**src/rtl/sram_axi_pkg.sv**
```systemverilog
// Shared IDs, state encodings and fixed AXI field values for the SRAM-to-AXI bridge.
package sram_axi_pkg;
  localparam logic [3:0] ID_INST   = 4'd0;
  localparam logic [3:0] ID_DATA   = 4'd1;
  localparam logic [7:0] AXI_LEN   = 8'd0;
  localparam logic [1:0] AXI_BURST = 2'b01;
  localparam logic [1:0] AXI_LOCK  = 2'b00;
  localparam logic [3:0] AXI_CACHE = 4'b0000;
  localparam logic [2:0] AXI_PROT  = 3'b000;

  typedef enum logic [1:0] {IDLE, ADDR, WAIT, RET} port_state_e;
  typedef enum logic [1:0] {GNT_NONE, GNT_INST, GNT_DATA} ar_grant_e;

  function automatic logic [2:0] axi_size(input logic [1:0] s);
    return {1'b0, s};
  endfunction
endpackage

```
**src/rtl/sram_axi_bridge_if.sv**
```systemverilog
// AXI3 master bus of the bridge; master = bridge side, slave = interconnect side.
interface sram_axi_bridge_if #(parameter int ADDR_W = 32, parameter int DATA_W = 32);
  logic [3:0]          arid;
  logic [ADDR_W-1:0]   araddr;
  logic [7:0]          arlen;
  logic [2:0]          arsize;
  logic [1:0]          arburst;
  logic [1:0]          arlock;
  logic [3:0]          arcache;
  logic [2:0]          arprot;
  logic                arvalid;
  logic                arready;
  logic [3:0]          rid;
  logic [DATA_W-1:0]   rdata;
  logic [1:0]          rresp;
  logic                rlast;
  logic                rvalid;
  logic                rready;
  logic [3:0]          awid;
  logic [ADDR_W-1:0]   awaddr;
  logic [7:0]          awlen;
  logic [2:0]          awsize;
  logic [1:0]          awburst;
  logic [1:0]          awlock;
  logic [3:0]          awcache;
  logic [2:0]          awprot;
  logic                awvalid;
  logic                awready;
  logic [3:0]          wid;
  logic [DATA_W-1:0]   wdata;
  logic [DATA_W/8-1:0] wstrb;
  logic                wlast;
  logic                wvalid;
  logic                wready;
  logic [3:0]          bid;
  logic [1:0]          bresp;
  logic                bvalid;
  logic                bready;

  modport master (
    output arid, araddr, arlen, arsize, arburst, arlock, arcache, arprot, arvalid, rready,
    output awid, awaddr, awlen, awsize, awburst, awlock, awcache, awprot, awvalid,
    output wid, wdata, wstrb, wlast, wvalid, bready,
    input  arready, rid, rdata, rresp, rlast, rvalid, awready, wready, bid, bresp, bvalid
  );
  modport slave (
    input  arid, araddr, arlen, arsize, arburst, arlock, arcache, arprot, arvalid, rready,
    input  awid, awaddr, awlen, awsize, awburst, awlock, awcache, awprot, awvalid,
    input  wid, wdata, wstrb, wlast, wvalid, bready,
    output arready, rid, rdata, rresp, rlast, rvalid, awready, wready, bid, bresp, bvalid
  );
endinterface

```
**src/rtl/sram_port_ctrl.sv**
```systemverilog
// One SRAM-side port: IDLE/ADDR/WAIT/RET FSM with request and return registers.
module sram_port_ctrl
  import sram_axi_pkg::*;
#(
  parameter int ADDR_W = 32,
  parameter int DATA_W = 32,
  parameter bit WR_EN  = 1'b1
) (
  input  logic                clk,
  input  logic                resetn,
  input  logic                req,
  input  logic                wr,
  input  logic [1:0]          size,
  input  logic [ADDR_W-1:0]   addr,
  input  logic [DATA_W/8-1:0] wstrb,
  input  logic [DATA_W-1:0]   wdata,
  output logic                addr_ok,
  output logic                data_ok,
  output logic [DATA_W-1:0]   rdata,
  input  logic                addr_done,
  input  logic                resp_hit,
  input  logic [DATA_W-1:0]   resp_data,
  output port_state_e         state,
  output logic [ADDR_W-1:0]   req_addr,
  output logic [1:0]          req_size,
  output logic                req_wr,
  output logic [DATA_W/8-1:0] req_wstrb,
  output logic [DATA_W-1:0]   req_wdata
);
  port_state_e         state_q, state_d;
  logic [ADDR_W-1:0]   addr_q, addr_d;
  logic [1:0]          size_q, size_d;
  logic                wr_q, wr_d;
  logic [DATA_W/8-1:0] wstrb_q, wstrb_d;
  logic [DATA_W-1:0]   wdata_q, wdata_d, rdata_q, rdata_d;

  always_ff @(posedge clk) begin
    if (!resetn) begin
      state_q <= IDLE;
      addr_q  <= '0;
      size_q  <= '0;
      wr_q    <= 1'b0;
      wstrb_q <= '0;
      wdata_q <= '0;
      rdata_q <= '0;
    end else begin
      state_q <= state_d;
      addr_q  <= addr_d;
      size_q  <= size_d;
      wr_q    <= wr_d;
      wstrb_q <= wstrb_d;
      wdata_q <= wdata_d;
      rdata_q <= rdata_d;
    end
  end

  always_comb begin
    state_d = state_q;
    addr_d  = addr_q;
    size_d  = size_q;
    wr_d    = wr_q;
    wstrb_d = wstrb_q;
    wdata_d = wdata_q;
    rdata_d = rdata_q;
    addr_ok = 1'b0;
    data_ok = 1'b0;
    case (state_q)
      IDLE: begin
        addr_ok = req;
        if (req) begin
          addr_d  = addr;
          size_d  = size;
          // The fetch port instance drops the write fields so it can only read.
          wr_d    = WR_EN & wr;
          wstrb_d = WR_EN ? wstrb : '0;
          wdata_d = WR_EN ? wdata : '0;
          state_d = ADDR;
        end
      end
      ADDR: if (addr_done) state_d = WAIT;
      WAIT: begin
        if (resp_hit) begin
          if (!wr_q) rdata_d = resp_data;
          state_d = RET;
        end
      end
      RET: begin
        data_ok = 1'b1;
        state_d = IDLE;
      end
      default: state_d = IDLE;
    endcase
  end

  assign rdata     = rdata_q;
  assign state     = state_q;
  assign req_addr  = addr_q;
  assign req_size  = size_q;
  assign req_wr    = wr_q;
  assign req_wstrb = wstrb_q;
  assign req_wdata = wdata_q;
endmodule

```
**src/rtl/sram_axi_bridge.sv**
```systemverilog
// Merges the fetch and data SRAM ports onto one AXI3 master: AR arbitration, AW/W/B for stores, R routing by ID.
module sram_axi_bridge
  import sram_axi_pkg::*;
#(
  parameter int ADDR_W = 32,
  parameter int DATA_W = 32
) (
  input  logic                clk,
  input  logic                resetn,
  input  logic                inst_sram_req,
  input  logic                inst_sram_wr,
  input  logic [1:0]          inst_sram_size,
  input  logic [ADDR_W-1:0]   inst_sram_addr,
  input  logic [DATA_W/8-1:0] inst_sram_wstrb,
  input  logic [DATA_W-1:0]   inst_sram_wdata,
  output logic                inst_sram_addr_ok,
  output logic                inst_sram_data_ok,
  output logic [DATA_W-1:0]   inst_sram_rdata,
  input  logic                data_sram_req,
  input  logic                data_sram_wr,
  input  logic [1:0]          data_sram_size,
  input  logic [ADDR_W-1:0]   data_sram_addr,
  input  logic [DATA_W/8-1:0] data_sram_wstrb,
  input  logic [DATA_W-1:0]   data_sram_wdata,
  output logic                data_sram_addr_ok,
  output logic                data_sram_data_ok,
  output logic [DATA_W-1:0]   data_sram_rdata,
  sram_axi_bridge_if.master   axi
);
  localparam int STRB_W = DATA_W / 8;

  port_state_e       inst_state, data_state;
  logic [ADDR_W-1:0] inst_addr, data_addr;
  logic [1:0]        inst_size, data_size;
  logic              inst_wr, data_wr;
  logic [STRB_W-1:0] inst_wstrb, data_wstrb;
  logic [DATA_W-1:0] inst_wdata, data_wdata;
  logic              inst_addr_done, data_addr_done, inst_hit, data_hit;
  logic              inst_ar_req, data_ar_req, data_w_req;
  ar_grant_e         grant_q, grant_d, ar_sel;
  logic              aw_done_q, aw_done_d, w_done_q, w_done_d, aw_hs, w_hs;
  logic              unused_ok;

  sram_port_ctrl #(.ADDR_W(ADDR_W), .DATA_W(DATA_W), .WR_EN(1'b0)) u_inst (
    .clk(clk), .resetn(resetn),
    .req(inst_sram_req), .wr(inst_sram_wr), .size(inst_sram_size), .addr(inst_sram_addr),
    .wstrb(inst_sram_wstrb), .wdata(inst_sram_wdata),
    .addr_ok(inst_sram_addr_ok), .data_ok(inst_sram_data_ok), .rdata(inst_sram_rdata),
    .addr_done(inst_addr_done), .resp_hit(inst_hit), .resp_data(axi.rdata),
    .state(inst_state), .req_addr(inst_addr), .req_size(inst_size), .req_wr(inst_wr),
    .req_wstrb(inst_wstrb), .req_wdata(inst_wdata)
  );

  sram_port_ctrl #(.ADDR_W(ADDR_W), .DATA_W(DATA_W), .WR_EN(1'b1)) u_data (
    .clk(clk), .resetn(resetn),
    .req(data_sram_req), .wr(data_sram_wr), .size(data_sram_size), .addr(data_sram_addr),
    .wstrb(data_sram_wstrb), .wdata(data_sram_wdata),
    .addr_ok(data_sram_addr_ok), .data_ok(data_sram_data_ok), .rdata(data_sram_rdata),
    .addr_done(data_addr_done), .resp_hit(data_hit), .resp_data(axi.rdata),
    .state(data_state), .req_addr(data_addr), .req_size(data_size), .req_wr(data_wr),
    .req_wstrb(data_wstrb), .req_wdata(data_wdata)
  );

  assign inst_ar_req = (inst_state == ADDR);
  assign data_ar_req = (data_state == ADDR) && !data_wr;
  assign data_w_req  = (data_state == ADDR) && data_wr;

  always_ff @(posedge clk) begin
    if (!resetn) begin
      grant_q   <= GNT_NONE;
      aw_done_q <= 1'b0;
      w_done_q  <= 1'b0;
    end else begin
      grant_q   <= grant_d;
      aw_done_q <= aw_done_d;
      w_done_q  <= w_done_d;
    end
  end

  // A stalled AR keeps its source locked so the address phase cannot change under it.
  always_comb begin
    ar_sel = GNT_NONE;
    if (grant_q != GNT_NONE) ar_sel = grant_q;
    else if (data_ar_req)    ar_sel = GNT_DATA;
    else if (inst_ar_req)    ar_sel = GNT_INST;
    axi.arvalid = (ar_sel != GNT_NONE);
    axi.arid    = '0;
    axi.araddr  = '0;
    axi.arsize  = '0;
    case (ar_sel)
      GNT_INST: begin
        axi.arid   = ID_INST;
        axi.araddr = inst_addr;
        axi.arsize = axi_size(inst_size);
      end
      GNT_DATA: begin
        axi.arid   = ID_DATA;
        axi.araddr = data_addr;
        axi.arsize = axi_size(data_size);
      end
      default: ;
    endcase
    grant_d = (axi.arvalid && !axi.arready) ? ar_sel : GNT_NONE;
  end

  assign inst_addr_done = (ar_sel == GNT_INST) && axi.arready;

  // AW and W complete independently; the store leaves ADDR once both have.
  assign axi.awvalid = data_w_req && !aw_done_q;
  assign axi.wvalid  = data_w_req && !w_done_q;
  assign aw_hs       = aw_done_q || (axi.awvalid && axi.awready);
  assign w_hs        = w_done_q  || (axi.wvalid  && axi.wready);
  assign data_addr_done = data_w_req ? (aw_hs && w_hs) : ((ar_sel == GNT_DATA) && axi.arready);

  always_comb begin
    aw_done_d = 1'b0;
    w_done_d  = 1'b0;
    if (data_w_req && !(aw_hs && w_hs)) begin
      aw_done_d = aw_hs;
      w_done_d  = w_hs;
    end
  end

  assign axi.awid   = ID_DATA;
  assign axi.awaddr = data_w_req ? data_addr : '0;
  assign axi.awsize = data_w_req ? axi_size(data_size) : '0;
  assign axi.wid    = ID_DATA;
  assign axi.wdata  = data_w_req ? data_wdata : '0;
  assign axi.wstrb  = data_w_req ? data_wstrb : '0;
  assign axi.wlast  = 1'b1;

  assign axi.arlen   = AXI_LEN;
  assign axi.arburst = AXI_BURST;
  assign axi.arlock  = AXI_LOCK;
  assign axi.arcache = AXI_CACHE;
  assign axi.arprot  = AXI_PROT;
  assign axi.awlen   = AXI_LEN;
  assign axi.awburst = AXI_BURST;
  assign axi.awlock  = AXI_LOCK;
  assign axi.awcache = AXI_CACHE;
  assign axi.awprot  = AXI_PROT;
  assign axi.rready  = 1'b1;
  assign axi.bready  = 1'b1;

  // Beats with a foreign ID or for a port not waiting are accepted and dropped.
  assign inst_hit = axi.rvalid && (axi.rid == ID_INST) && (inst_state == WAIT);
  assign data_hit = (data_state == WAIT) &&
                    (data_wr ? (axi.bvalid && axi.bid == ID_DATA)
                             : (axi.rvalid && axi.rid == ID_DATA));

  assign unused_ok = ^{inst_wr, inst_wstrb, inst_wdata, axi.rresp, axi.bresp, axi.rlast};
endmodule

```
**src/flat_wrapper.sv**
```systemverilog
// flat-port wrapper written by rule: the top's interface ports become plain ports
module sram_axi_bridge_flat import sram_axi_pkg::*;
#(
  parameter int ADDR_W = 32,
  parameter int DATA_W = 32
)
  (clk, resetn, inst_sram_req, inst_sram_wr, inst_sram_size, inst_sram_addr, inst_sram_wstrb, inst_sram_wdata, inst_sram_addr_ok, inst_sram_data_ok, inst_sram_rdata, data_sram_req, data_sram_wr, data_sram_size, data_sram_addr, data_sram_wstrb, data_sram_wdata, data_sram_addr_ok, data_sram_data_ok, data_sram_rdata, axi_arid, axi_araddr, axi_arlen, axi_arsize, axi_arburst, axi_arlock, axi_arcache, axi_arprot, axi_arvalid, axi_rready, axi_awid, axi_awaddr, axi_awlen, axi_awsize, axi_awburst, axi_awlock, axi_awcache, axi_awprot, axi_awvalid, axi_wid, axi_wdata, axi_wstrb, axi_wlast, axi_wvalid, axi_bready, axi_arready, axi_rid, axi_rdata, axi_rresp, axi_rlast, axi_rvalid, axi_awready, axi_wready, axi_bid, axi_bresp, axi_bvalid);
  sram_axi_bridge_if #(.ADDR_W(ADDR_W), .DATA_W(DATA_W)) axi_i ();
  input  logic clk;
  input  logic resetn;
  input  logic inst_sram_req;
  input  logic inst_sram_wr;
  input  logic [1:0] inst_sram_size;
  input  logic [ADDR_W-1:0] inst_sram_addr;
  input  logic [DATA_W/8-1:0] inst_sram_wstrb;
  input  logic [DATA_W-1:0] inst_sram_wdata;
  output logic inst_sram_addr_ok;
  output logic inst_sram_data_ok;
  output logic [DATA_W-1:0] inst_sram_rdata;
  input  logic data_sram_req;
  input  logic data_sram_wr;
  input  logic [1:0] data_sram_size;
  input  logic [ADDR_W-1:0] data_sram_addr;
  input  logic [DATA_W/8-1:0] data_sram_wstrb;
  input  logic [DATA_W-1:0] data_sram_wdata;
  output logic data_sram_addr_ok;
  output logic data_sram_data_ok;
  output logic [DATA_W-1:0] data_sram_rdata;
  output wire logic [$bits(axi_i.arid)-1:0] axi_arid;
  output wire logic [$bits(axi_i.araddr)-1:0] axi_araddr;
  output wire logic [$bits(axi_i.arlen)-1:0] axi_arlen;
  output wire logic [$bits(axi_i.arsize)-1:0] axi_arsize;
  output wire logic [$bits(axi_i.arburst)-1:0] axi_arburst;
  output wire logic [$bits(axi_i.arlock)-1:0] axi_arlock;
  output wire logic [$bits(axi_i.arcache)-1:0] axi_arcache;
  output wire logic [$bits(axi_i.arprot)-1:0] axi_arprot;
  output wire logic [$bits(axi_i.arvalid)-1:0] axi_arvalid;
  output wire logic [$bits(axi_i.rready)-1:0] axi_rready;
  output wire logic [$bits(axi_i.awid)-1:0] axi_awid;
  output wire logic [$bits(axi_i.awaddr)-1:0] axi_awaddr;
  output wire logic [$bits(axi_i.awlen)-1:0] axi_awlen;
  output wire logic [$bits(axi_i.awsize)-1:0] axi_awsize;
  output wire logic [$bits(axi_i.awburst)-1:0] axi_awburst;
  output wire logic [$bits(axi_i.awlock)-1:0] axi_awlock;
  output wire logic [$bits(axi_i.awcache)-1:0] axi_awcache;
  output wire logic [$bits(axi_i.awprot)-1:0] axi_awprot;
  output wire logic [$bits(axi_i.awvalid)-1:0] axi_awvalid;
  output wire logic [$bits(axi_i.wid)-1:0] axi_wid;
  output wire logic [$bits(axi_i.wdata)-1:0] axi_wdata;
  output wire logic [$bits(axi_i.wstrb)-1:0] axi_wstrb;
  output wire logic [$bits(axi_i.wlast)-1:0] axi_wlast;
  output wire logic [$bits(axi_i.wvalid)-1:0] axi_wvalid;
  output wire logic [$bits(axi_i.bready)-1:0] axi_bready;
  input wire logic [$bits(axi_i.arready)-1:0] axi_arready;
  input wire logic [$bits(axi_i.rid)-1:0] axi_rid;
  input wire logic [$bits(axi_i.rdata)-1:0] axi_rdata;
  input wire logic [$bits(axi_i.rresp)-1:0] axi_rresp;
  input wire logic [$bits(axi_i.rlast)-1:0] axi_rlast;
  input wire logic [$bits(axi_i.rvalid)-1:0] axi_rvalid;
  input wire logic [$bits(axi_i.awready)-1:0] axi_awready;
  input wire logic [$bits(axi_i.wready)-1:0] axi_wready;
  input wire logic [$bits(axi_i.bid)-1:0] axi_bid;
  input wire logic [$bits(axi_i.bresp)-1:0] axi_bresp;
  input wire logic [$bits(axi_i.bvalid)-1:0] axi_bvalid;
  assign axi_arid = axi_i.arid;
  assign axi_araddr = axi_i.araddr;
  assign axi_arlen = axi_i.arlen;
  assign axi_arsize = axi_i.arsize;
  assign axi_arburst = axi_i.arburst;
  assign axi_arlock = axi_i.arlock;
  assign axi_arcache = axi_i.arcache;
  assign axi_arprot = axi_i.arprot;
  assign axi_arvalid = axi_i.arvalid;
  assign axi_rready = axi_i.rready;
  assign axi_awid = axi_i.awid;
  assign axi_awaddr = axi_i.awaddr;
  assign axi_awlen = axi_i.awlen;
  assign axi_awsize = axi_i.awsize;
  assign axi_awburst = axi_i.awburst;
  assign axi_awlock = axi_i.awlock;
  assign axi_awcache = axi_i.awcache;
  assign axi_awprot = axi_i.awprot;
  assign axi_awvalid = axi_i.awvalid;
  assign axi_wid = axi_i.wid;
  assign axi_wdata = axi_i.wdata;
  assign axi_wstrb = axi_i.wstrb;
  assign axi_wlast = axi_i.wlast;
  assign axi_wvalid = axi_i.wvalid;
  assign axi_bready = axi_i.bready;
  assign axi_i.arready = axi_arready;
  assign axi_i.rid = axi_rid;
  assign axi_i.rdata = axi_rdata;
  assign axi_i.rresp = axi_rresp;
  assign axi_i.rlast = axi_rlast;
  assign axi_i.rvalid = axi_rvalid;
  assign axi_i.awready = axi_awready;
  assign axi_i.wready = axi_wready;
  assign axi_i.bid = axi_bid;
  assign axi_i.bresp = axi_bresp;
  assign axi_i.bvalid = axi_bvalid;
  sram_axi_bridge #(.ADDR_W(ADDR_W), .DATA_W(DATA_W)) u_core (.clk(clk), .resetn(resetn), .inst_sram_req(inst_sram_req), .inst_sram_wr(inst_sram_wr), .inst_sram_size(inst_sram_size), .inst_sram_addr(inst_sram_addr), .inst_sram_wstrb(inst_sram_wstrb), .inst_sram_wdata(inst_sram_wdata), .inst_sram_addr_ok(inst_sram_addr_ok), .inst_sram_data_ok(inst_sram_data_ok), .inst_sram_rdata(inst_sram_rdata), .data_sram_req(data_sram_req), .data_sram_wr(data_sram_wr), .data_sram_size(data_sram_size), .data_sram_addr(data_sram_addr), .data_sram_wstrb(data_sram_wstrb), .data_sram_wdata(data_sram_wdata), .data_sram_addr_ok(data_sram_addr_ok), .data_sram_data_ok(data_sram_data_ok), .data_sram_rdata(data_sram_rdata), .axi(axi_i));
endmodule
```
**config.mk**
```make
export PLATFORM = sky130hd
export DESIGN_NAME = sram_axi_bridge_flat
export DESIGN_NICKNAME = d
export VERILOG_FILES = /design/src/rtl/sram_axi_pkg.sv /design/src/rtl/sram_axi_bridge_if.sv /design/src/rtl/sram_port_ctrl.sv /design/src/rtl/sram_axi_bridge.sv /design/src/flat_wrapper.sv
export SDC_FILE = /design/constraint.sdc
export NUM_CORES = 1
export LEC_CHECK = 0
export ABC_CLOCK_PERIOD_IN_PS = 3400
export BUFFER_PORTS_ARGS = -buffer_cell sky130_fd_sc_hd__buf_2
export CAP_MARGIN = 25
export CELL_PAD_IN_SITES_DETAIL_PLACEMENT = 0
export CELL_PAD_IN_SITES_GLOBAL_PLACEMENT = 2
export CORE_MARGIN = 3
export CORE_UTILIZATION = 23
export DETAILED_ROUTE_END_ITERATION = 10
export PLACE_DENSITY_LB_ADDON = 0.1
export SLEW_MARGIN = 20
export SYNTH_ARGS = -nofsm -noshare
export SYNTH_HDL_FRONTEND = slang
export SYNTH_SLANG_ARGS = --single-unit
```
**constraint.sdc**
```tcl
create_clock -name clk -period 3.4 [get_ports clk]
set_clock_uncertainty 0.05 [all_clocks]
set_input_delay 0.51 -clock clk [delete_from_list [all_inputs] [get_ports clk]]
set_output_delay 0.51 -clock clk [all_outputs]
set_load 0.005 [all_outputs]
```
==> flow_metrics.tcl, run 1 <==
set metrics [dict create \
    worstHoldPathCells 3 \
    rows 67 \
    vias_per_cell 4.303 \
    crit_start "u_core.u_data.state[1]$_SDFFE_PN0P_" \
    cp-end-kind "primary output" \
    placed_cell_area_um2 9751 \
    power_leakage_nw 4.843 \
    setup_violations 0 \
    finalSetupTns_ns 0 \
    place_hpwl_um 21040 \
    ys_seq_area_share_pct 45.16 \
    min_from "data_sram_wdata[31]" \
    worstPathArrival_ns 2.53 \
    wl_met2_um 14210 \
    clock.fmax_ghz 0.3237 \
    post-route-min-period_ns 3.089 \
    grt_pass1_wl_um 46000 \
    clock_path_buffers 2 \
    htree_levels 4 \
    path_class "reg -> out" \
    postRouteAntennaNets 0 \
    power.share.combinational_pct 30.4 \
    netlist_top_cells_area "dfxtp_1, nand2_1, a21oi_1" \
    io_buffer_count 329 \
    finalHoldWorstSlack_ns 0.2456 \
    wl_per_cell_um 17.16 \
    ys_warn_count 0 \
    fin_area_um2 10330 \
    ir_worst_vdd_uv 349.4 \
    area_delta_synth_final_pct 31.61 \
    stdcell_count 1781 \
    maxSlewViolCount 0 \
    die_area_um2 36370 \
    critPathMaxFanout 13 \
    yosysTopAreaCellShare_pct 45.16 \
    synthesis.area_um2 7846 \
    grt_max_degree 79 \
    nets 1523 \
    powerDensity_nw_per_um2 607.4 \
    hold_viol_final 0 \
    antenna_found_initial 11 \
    firstDrtPassIters 4 \
    synth_cell_types 41 \
    rsz0062_at_grt "no" \
    placed_cells 1743 \
    rr_startpoint "u_core.u_data.state[1]$_SDFFE_PN0P_" \
    async_reset_ff_share_pct 0 \
    die_h_um 190.7 \
    maxCapViolations 0 \
    clockPowerShare_pct 30.6 \
    drtIter0Drc 272 \
    drt-met1-wl_um 13510 \
    grt_usage_pct 16.45 \
    clkSlewWorstSetupHoldPaths_ns 0.07 \
    r2r_setup_slack_ns 1.02 \
    final_cell_mix "nand2_1, buf_2, dfxtp_1" \
    min_to "u_core.u_data.req_wdata[31]$_SDFFE_PN0P_" \
    synth-seq-cells 177 \
    worst_setup_path_start_kind "register" \
    fill_cells 3795 \
    cts_tree "done" \
    final_common_cell "nand2_1" \
    overflow 0 \
    reg2reg_depth 9 \
    coreArea_um2 33620 \
    r2r-end "u_core.u_data.state[1]$_SDFFE_PN0P_" \
    drc 0 \
    cts_sinks 177 \
    synth-edff-count 0 \
    seqPwrFrac_pct 39.0 \
    relSlewSlack_pct 47.59 \
    avgSynthCellArea_um2 7.647 \
    status "finished clean" \
    io_pins 426 \
    layout-drive-gt1-share_pct 32.18 \
    p_switching_mw 2.415 \
    ys.flop_type "dfxtp_1" \
    route.met3.wl_um 2338 \
    tightest_slew_ns 0.7862 \
    gp_congestion 0.7207 \
    synth_cells 1026 \
    start_util_pct 23.34 \
    p_int_mw 3.858 \
    grt_pass1_vias 7519 \
    numCtsBuffers 17 \
    synth_top_area_cell "dfxtp_1" \
    cp.required_ns 2.84 \
    clkLatencyLatePin_ns 0.44 \
    die_x_um 190.7 \
    wl_um 30560 \
    fin_crit_sh_pct 90.86 \
    routed-via-count 7664 \
    swShare_pct 38.50 \
    holdCritPathClass "in -> reg" \
    highest_layer "met5" \
    cts-root-buf "clkbuf_16" \
]
[Yosys cell counts, types with 2 or more instances]
cell type	n
inv_2	2
nand2_1	342
o2111a_1	2
nor2_1	40
nor2b_1	3
a21oi_1	143
nand3b_1	3
a22oi_1	34
ha_1	13
buf_1	4
dfxtp_1	177
buf_4	54
and3_1	70
nand2_2	3
clkbuf_1	68
a21oi_2	30
inv_1	8
conb_1	2
buf_2	4
buf_6	3
[stage by stage]
stage / worst slack, ns / utilization [%] / power [mW]
floorplan: 0.7094 / - / 3.634
global placement: 0.6732 / 29.01 / 4.467
detailed placement: 0.6536 / 29.01 / 4.458
CTS: 0.1408 / 30.65 / 6.432
global route: 0.07597 / 30.71 / 6.719
finish: 0.3106 / 30.72 / 6.272
[flip-flops by register name (all words and copies together) (netlist names)]
signal	count
u_core.u_data.req_addr	32
u_core.u_data.req_size	2
u_core.u_data.state	2
u_core.u_inst.req_addr	32
u_core.grant_q	2
u_core.w_done_q	1
u_core.u_data.req_wdata	32
u_core.u_inst.req_size	2
u_core.u_data.rdata	32
u_core.u_data.req_wstrb	4
u_core.aw_done_q	1
u_core.u_inst.state	2
u_core.u_data.req_wr	1
u_core.u_inst.rdata	32
[routing by layer]
layer  global-route usage (%)  vias up
met5                        0        -
met4                    5.165       10
met3                    5.735       35
met2                    26.61      228
met1                    20.61     3536
li1                         -     3855
[critical path, stage by stage, from the launching register on]
cell and delay (ns):
dfxtp_1 0.34, inv_1 0.11, ha_2 0.18, nand2b_1 0.08, a31oi_2 0.29, inv_1 0.08, ha_2 0.49, buf_4 0.27
nor2_1 0.09, buf_2 0.14
[what timing repair did]
item                                    CTS  global route
hold buffers                              0             0
gates resized for setup                   0             1
endpoints found under the setup margin    0             1
setup buffers                             0             0
[power by group through the flow]
stage / registers [mW] / logic, mW / clock network [mW]
floorplan: 2.45 / 1.19 / 0
global placement: 2.49 / 1.97 / 0
detailed placement: 2.50 / 1.96 / 0
CTS: 2.45 / 1.97 / 2.02
global route: 2.48 / 2.15 / 2.09
finish: 2.45 / 1.91 / 1.92
[how the worst max path moves through the flow]
stage	end	depth (start not counted)	slack (ns)
6_report	axi_arsize[1]	9	0.31
5_1_grt	axi_arsize[1]	10	0.08
4_1_cts	axi_arsize[1]	9	0.14
3_5_place_dp	axi_arsize[1]	9	0.65
3_3_place_gp	axi_arsize[1]	9	0.67
2_1_floorplan	axi_araddr[10]	10	0.71
[layout make-up]
class                           instances  area [um^2]  area share [%]
Antenna cell                            6        15.01          0.1454
Clock buffer                           17        425.4           4.120
Clock inverter                         15        128.9           1.248
Inverter                               11        46.29          0.4483
Multi-Input combinational cell        757         3751           36.33
Sequential cell                       177         3545           34.33
Tap cell                              448        560.5           5.428
Timing Repair Buffer                  350         1854           17.96
[cell families after synthesis]
group | synth area share, %
and+or+nand+nor | 26.06
DFF | 45.16
AOI/OAI and AO/OA | 16.66
buffers and inverters | 9.823
muxes | 0.1276
other | 0.09571
adders and majority gates | 2.073
Note: power is estimated with default switching activity, not from simulation.
==> run 2: changes to the inputs <==
Settings changed: CORE_UTILIZATION 23 to 24, CTS_BUF_LIST set to sky130_fd_sc_hd__clkbuf_2 sky130_fd_sc_hd__clkbuf_4 sky130_fd_sc_hd__clkbuf_8.
==> flow_metrics.tcl, run 2 (synthesized netlist as in run 1, its figures left out) <==
set metrics [dict create \
    status "finished clean" \
    final_common_cell "nand2_1" \
    die_h_um 186.8 \
    antenna_found_initial 11 \
    critPathMaxFanout 24 \
    cts-root-buf "clkbuf_8" \
    post-cts-setup-buffers 0 \
    numCtsBuffers 17 \
    worstPathArrival_ns 2.57 \
    die_x_um 186.8 \
    vias_per_cell 4.371 \
    area_delta_synth_final_pct 28.73 \
    clkSlewWorstSetupHoldPaths_ns 0.12 \
    grt_max_degree 79 \
    grt_pass1_vias 7583 \
    maxCapViolations 0 \
    path_class "reg -> out" \
    rsz0062_at_grt "no" \
    io_pins 426 \
    wl_per_cell_um 17.32 \
    finalHoldWorstSlack_ns 0.2231 \
    gp_congestion 0.7376 \
    start_util_pct 24.61 \
    overflow 0 \
    cts_tree "done" \
    fin_area_um2 10100 \
    rows 65 \
    grt_pass1_wl_um 46350 \
    routed-via-count 7711 \
    post-route-min-period_ns 3.131 \
    drc 0 \
    cp-end-kind "primary output" \
    nets 1519 \
    clkLatencyLatePin_ns 0.44 \
    cp.required_ns 2.84 \
    drtIter0Drc 362 \
    hold_viol_final 0 \
    firstDrtPassIters 5 \
    clock_path_buffers 2 \
    final_cell_mix "nand2_1, buf_2, dfxtp_1" \
    grt_usage_pct 16.87 \
    setup_violations 0 \
    powerDensity_nw_per_um2 574.9 \
    clock.fmax_ghz 0.3194 \
    ir_worst_vdd_uv 495.4 \
    coreArea_um2 31880 \
    fill_cells 3607 \
    io_buffer_count 329 \
    htree_levels 4 \
    fin_crit_sh_pct 92.09 \
    hold_buffers 0 \
    wl_um 30560 \
    tightest_slew_ns 0.9134 \
    power_leakage_nw 4.745 \
    finalSetupTns_ns 0 \
    postRouteAntennaNets 0 \
    place_hpwl_um 20690 \
    relSlewSlack_pct 39.11 \
    layout-drive-gt1-share_pct 31.90 \
    maxSlewViolCount 0 \
    die_area_um2 34900 \
    worst_setup_path_start_kind "register" \
    holdCritPathClass "in -> reg" \
    cts_sinks 177 \
    placed_cell_area_um2 9687 \
]
run 2: cell count changes in the layout (fill, tap and decap cells not counted), sizes merged:
cell      previous run  this run
clkinvlp             3         2
inv                 17        18
clkinv               6         5
buf                350       346
clkbuf              17        18
run 2: report_power, final:
part           leakage (nW)  switching, mW  internal (mW)  total (mW)
clock network         0.194          0.904          0.567        1.47
registers              1.44          0.136           2.30        2.44
logic                  3.11           1.31          0.581        1.90
total                  4.74           2.35           3.45        5.81
run 2: critical path, stage by stage, from the launching register on:
cell and delay [ns]:
dfxtp_1 0.39, inv_1 0.09, ha_2 0.18, nand2b_1 0.09, nor2_1 0.04, nor2_1 0.29, inv_1 0.09, ha_2 0.31
buf_12 0.22, a22oi_1 0.21, nor2_1 0.07, buf_2 0.14
run 2: routing by layer:
metal	track usage [%]	part of all wire [%]	up-vias
li1	-	-	3841
met1	21.46	44	3577
met2	28.01	47	256
met3	5.079	6.8	27
met4	4.362	1.3	10
met5	0	0.20	-
run 2: timing repair:
| item | in CTS | in global routing |
|---|---|---|
| endpoints found under the setup margin | 0 | 34 |
| resized for setup | 0 | 1 |
| hold endpoints to repair | 0 | 0 |
run 2: cell type report:
type                            count  area (um^2)  share of cell area (%)
Antenna cell                        6        15.01                  0.1486
Timing Repair Buffer              346         1812                   17.94
Multi-Input combinational cell    757         3750                   37.12
Tap cell                          435        544.3                   5.388
Inverter                           11        46.29                  0.4583
Clock buffer                       18        247.7                   2.453
Clock inverter                     14        141.4                   1.400
Sequential cell                   177         3545                   35.09
run 2: metrics by stage:
step | worst slack [ns] | util (%) | power (mW) | std cells
detailed placement | 0.5632 | 30.38 | 4.400 | 1726
floorplan | 0.7094 | - | 3.634 | 1078
global route | 0.04887 | 31.67 | 6.224 | 1762
CTS | 0.04887 | 31.61 | 5.912 | 1758
global placement | 0.6080 | 30.38 | 4.393 | 1726
finish | 0.2688 | 31.68 | 5.807 | 1764
run 2: path summary, 6_finish.rpt:
check                                                               from                                        to  slack (ns)  cells past startpoint
worst max register to register       u_core.u_data.state[1]$_SDFFE_PN0P_       u_core.u_data.state[0]$_SDFFE_PN0P_        0.90                      9
worst min register to register  u_core.u_data.req_wdata[30]$_SDFFE_PN0P_  u_core.u_data.req_wdata[30]$_SDFFE_PN0P_        0.41                      2
worst min-delay path                                 data_sram_wdata[10]  u_core.u_data.req_wdata[10]$_SDFFE_PN0P_        0.22                      3
worst max-delay path                 u_core.u_data.state[1]$_SDFFE_PN0P_                             axi_araddr[9]        0.27                     11
==> run 3: changes to the inputs <==
Settings changed: RECOVER_POWER set to 100.
==> flow_metrics.tcl, run 3 (synthesized netlist as in run 1, its figures left out) <==
set metrics [dict create \
    placed_cells 1726 \
    seqPwrFrac_pct 42.1 \
    grt_max_degree 79 \
    placed_cell_area_um2 9687 \
    cp-end-kind "primary output" \
    grt_pass1_vias 7583 \
    violations "max-capacitance violations, max-slew violations" \
    path_cells "inv_1 -> ha_1 -> nand2b_1 -> nor2_1 -> nor2_1 -> inv_1 -> ha_2 -> buf_12 -> a22oi_1 -> nor2_1 -> clkbuf_1" \
    die_area_um2 34900 \
    fin_area_um2 9869 \
    finalSetupTns_ns 0 \
    status "finished with violations" \
    routed-via-count 7692 \
    clockPowerShare_pct 25.4 \
    vias_per_cell 4.358 \
    place_hpwl_um 20690 \
    post-route-min-period_ns 3.128 \
    start_util_pct 24.61 \
    rows 65 \
    finalHoldWorstSlack_ns 0.2231 \
    grt_usage_pct 16.87 \
    htree_levels 4 \
    hold_viol_final 0 \
    power_leakage_nw 4.124 \
    drc 0 \
    cts-root-buf "clkbuf_8" \
    drtIter0Drc 342 \
    p_switching_mw 2.362 \
    clock_path_buffers 2 \
    coreArea_um2 31880 \
    final_cell_mix "nand2_1, buf_2, dfxtp_1" \
    postRouteAntennaNets 0 \
    wl_per_cell_um 17.36 \
    worst_setup_path_start_kind "register" \
    critPathSlowestCell "dfxtp_1" \
    clkSlewWorstSetupHoldPaths_ns 0.12 \
    maxSlewViolCount 107 \
    area_delta_synth_final_pct 25.79 \
    firstDrtPassIters 5 \
    worstPathArrival_ns 2.57 \
    die_h_um 186.8 \
    relSlewSlack_pct -24.87 \
    antenna_found_initial 11 \
    wl_um 30650 \
    clock.fmax_ghz 0.3197 \
    die_x_um 186.8 \
    critPathMaxFanout 24 \
    cts_tree "done" \
    gp_congestion 0.7376 \
    path_class "reg -> out" \
    p_int_mw 3.433 \
    fin_ws_ns 0.2724 \
    crit_top_cell "nor2_1" \
    cp.required_ns 2.84 \
    dp_slack_ns 0.5632 \
    numCtsBuffers 17 \
    power.share.combinational_pct 32.4 \
    io_buffer_count 329 \
    cts_sinks 177 \
    final_common_cell "nand2_1" \
    ir_worst_vdd_uv 498.1 \
    nets 1519 \
    cpPeakStageDelay_ns 0.39 \
    tightest_slew_ns 1.873 \
    holdCritPathClass "in -> reg" \
    total_power_mw 5.795 \
    grt_pass1_wl_um 46350 \
    maxCapViolations 2 \
    final_core_util_pct 30.96 \
    overflow 0 \
    layout-drive-gt1-share_pct 20.33 \
    crit_family "buffers and inverters" \
    swShare_pct 40.75 \
    clkLatencyLatePin_ns 0.44 \
    stdcell_count 1765 \
    path_buf_inv 4 \
    powerDensity_nw_per_um2 587.2 \
    rsz0062_at_grt "no" \
    hold_buffers 0 \
    fin_crit_sh_pct 91.99 \
    setup_violations 0 \
    io_pins 426 \
]
==> run 3: path summary, 6_finish.rpt <==
path                            depth (start not counted)  slack [ns]                                startpoint                                        to
worst max register to register                          6        0.83       u_core.u_inst.state[0]$_SDFFE_PN0P_    u_core.u_inst.req_addr[6]$_SDFFE_PN0P_
worst min register to register                          2        0.41  u_core.u_data.req_wdata[30]$_SDFFE_PN0P_  u_core.u_data.req_wdata[30]$_SDFFE_PN0P_
worst max-delay path                                   11        0.27       u_core.u_data.state[1]$_SDFFE_PN0P_                             axi_araddr[9]
worst min-delay path                                    3        0.22                       data_sram_wdata[10]  u_core.u_data.req_wdata[10]$_SDFFE_PN0P_
==> run 3: layout make-up <==
cell class / instances / area (um^2)
antenna: 7 / 17.52
clock buffer: 18 / 247.7
clock inverter: 14 / 141.4
fill: 3697 / 22010
inverter: 11 / 46.29
multi-input combinational: 757 / 3704
sequential: 177 / 3545
tap: 435 / 544.3
timing repair buffer: 346 / 1624
==> run 3: power groups by stage <==
stage          Combinational (mW)  Clock (mW)  Sequential [mW]
2_1_floorplan                1.19           0             2.45
3_3_place_gp                 1.91           0             2.48
3_5_place_dp                 1.91           0             2.49
4_1_cts                      1.91        1.56             2.44
5_1_grt                      2.10        1.63             2.47
6_report                     1.88        1.47             2.44
==> run 3: timing repair <==
| action | 4_1_cts | 5_1_grt |
|---|---|---|
| resized for setup | 0 | 1 |
| setup endpoints to repair | 0 | 34 |
| setup buffers | 0 | 0 |
==> run 3: tightest hold or removal path, stage by stage <==
cell	delay [ns]
buf_2	0.09
nand2_1	0.04
a21oi_1	0.05
==> run 3: per-layer routing <==
| metal | global-route usage (%) | wire length, um | vias to the layer above |
|---|---|---|---|
| li1 | - | - | 3835 |
| met4 | 4.362 | 401 | 10 |
| met3 | 5.079 | 2217 | 27 |
| met5 | 0 | 62 | - |
| met1 | 21.46 | 13380 | 3568 |
| met2 | 28.01 | 14580 | 252 |
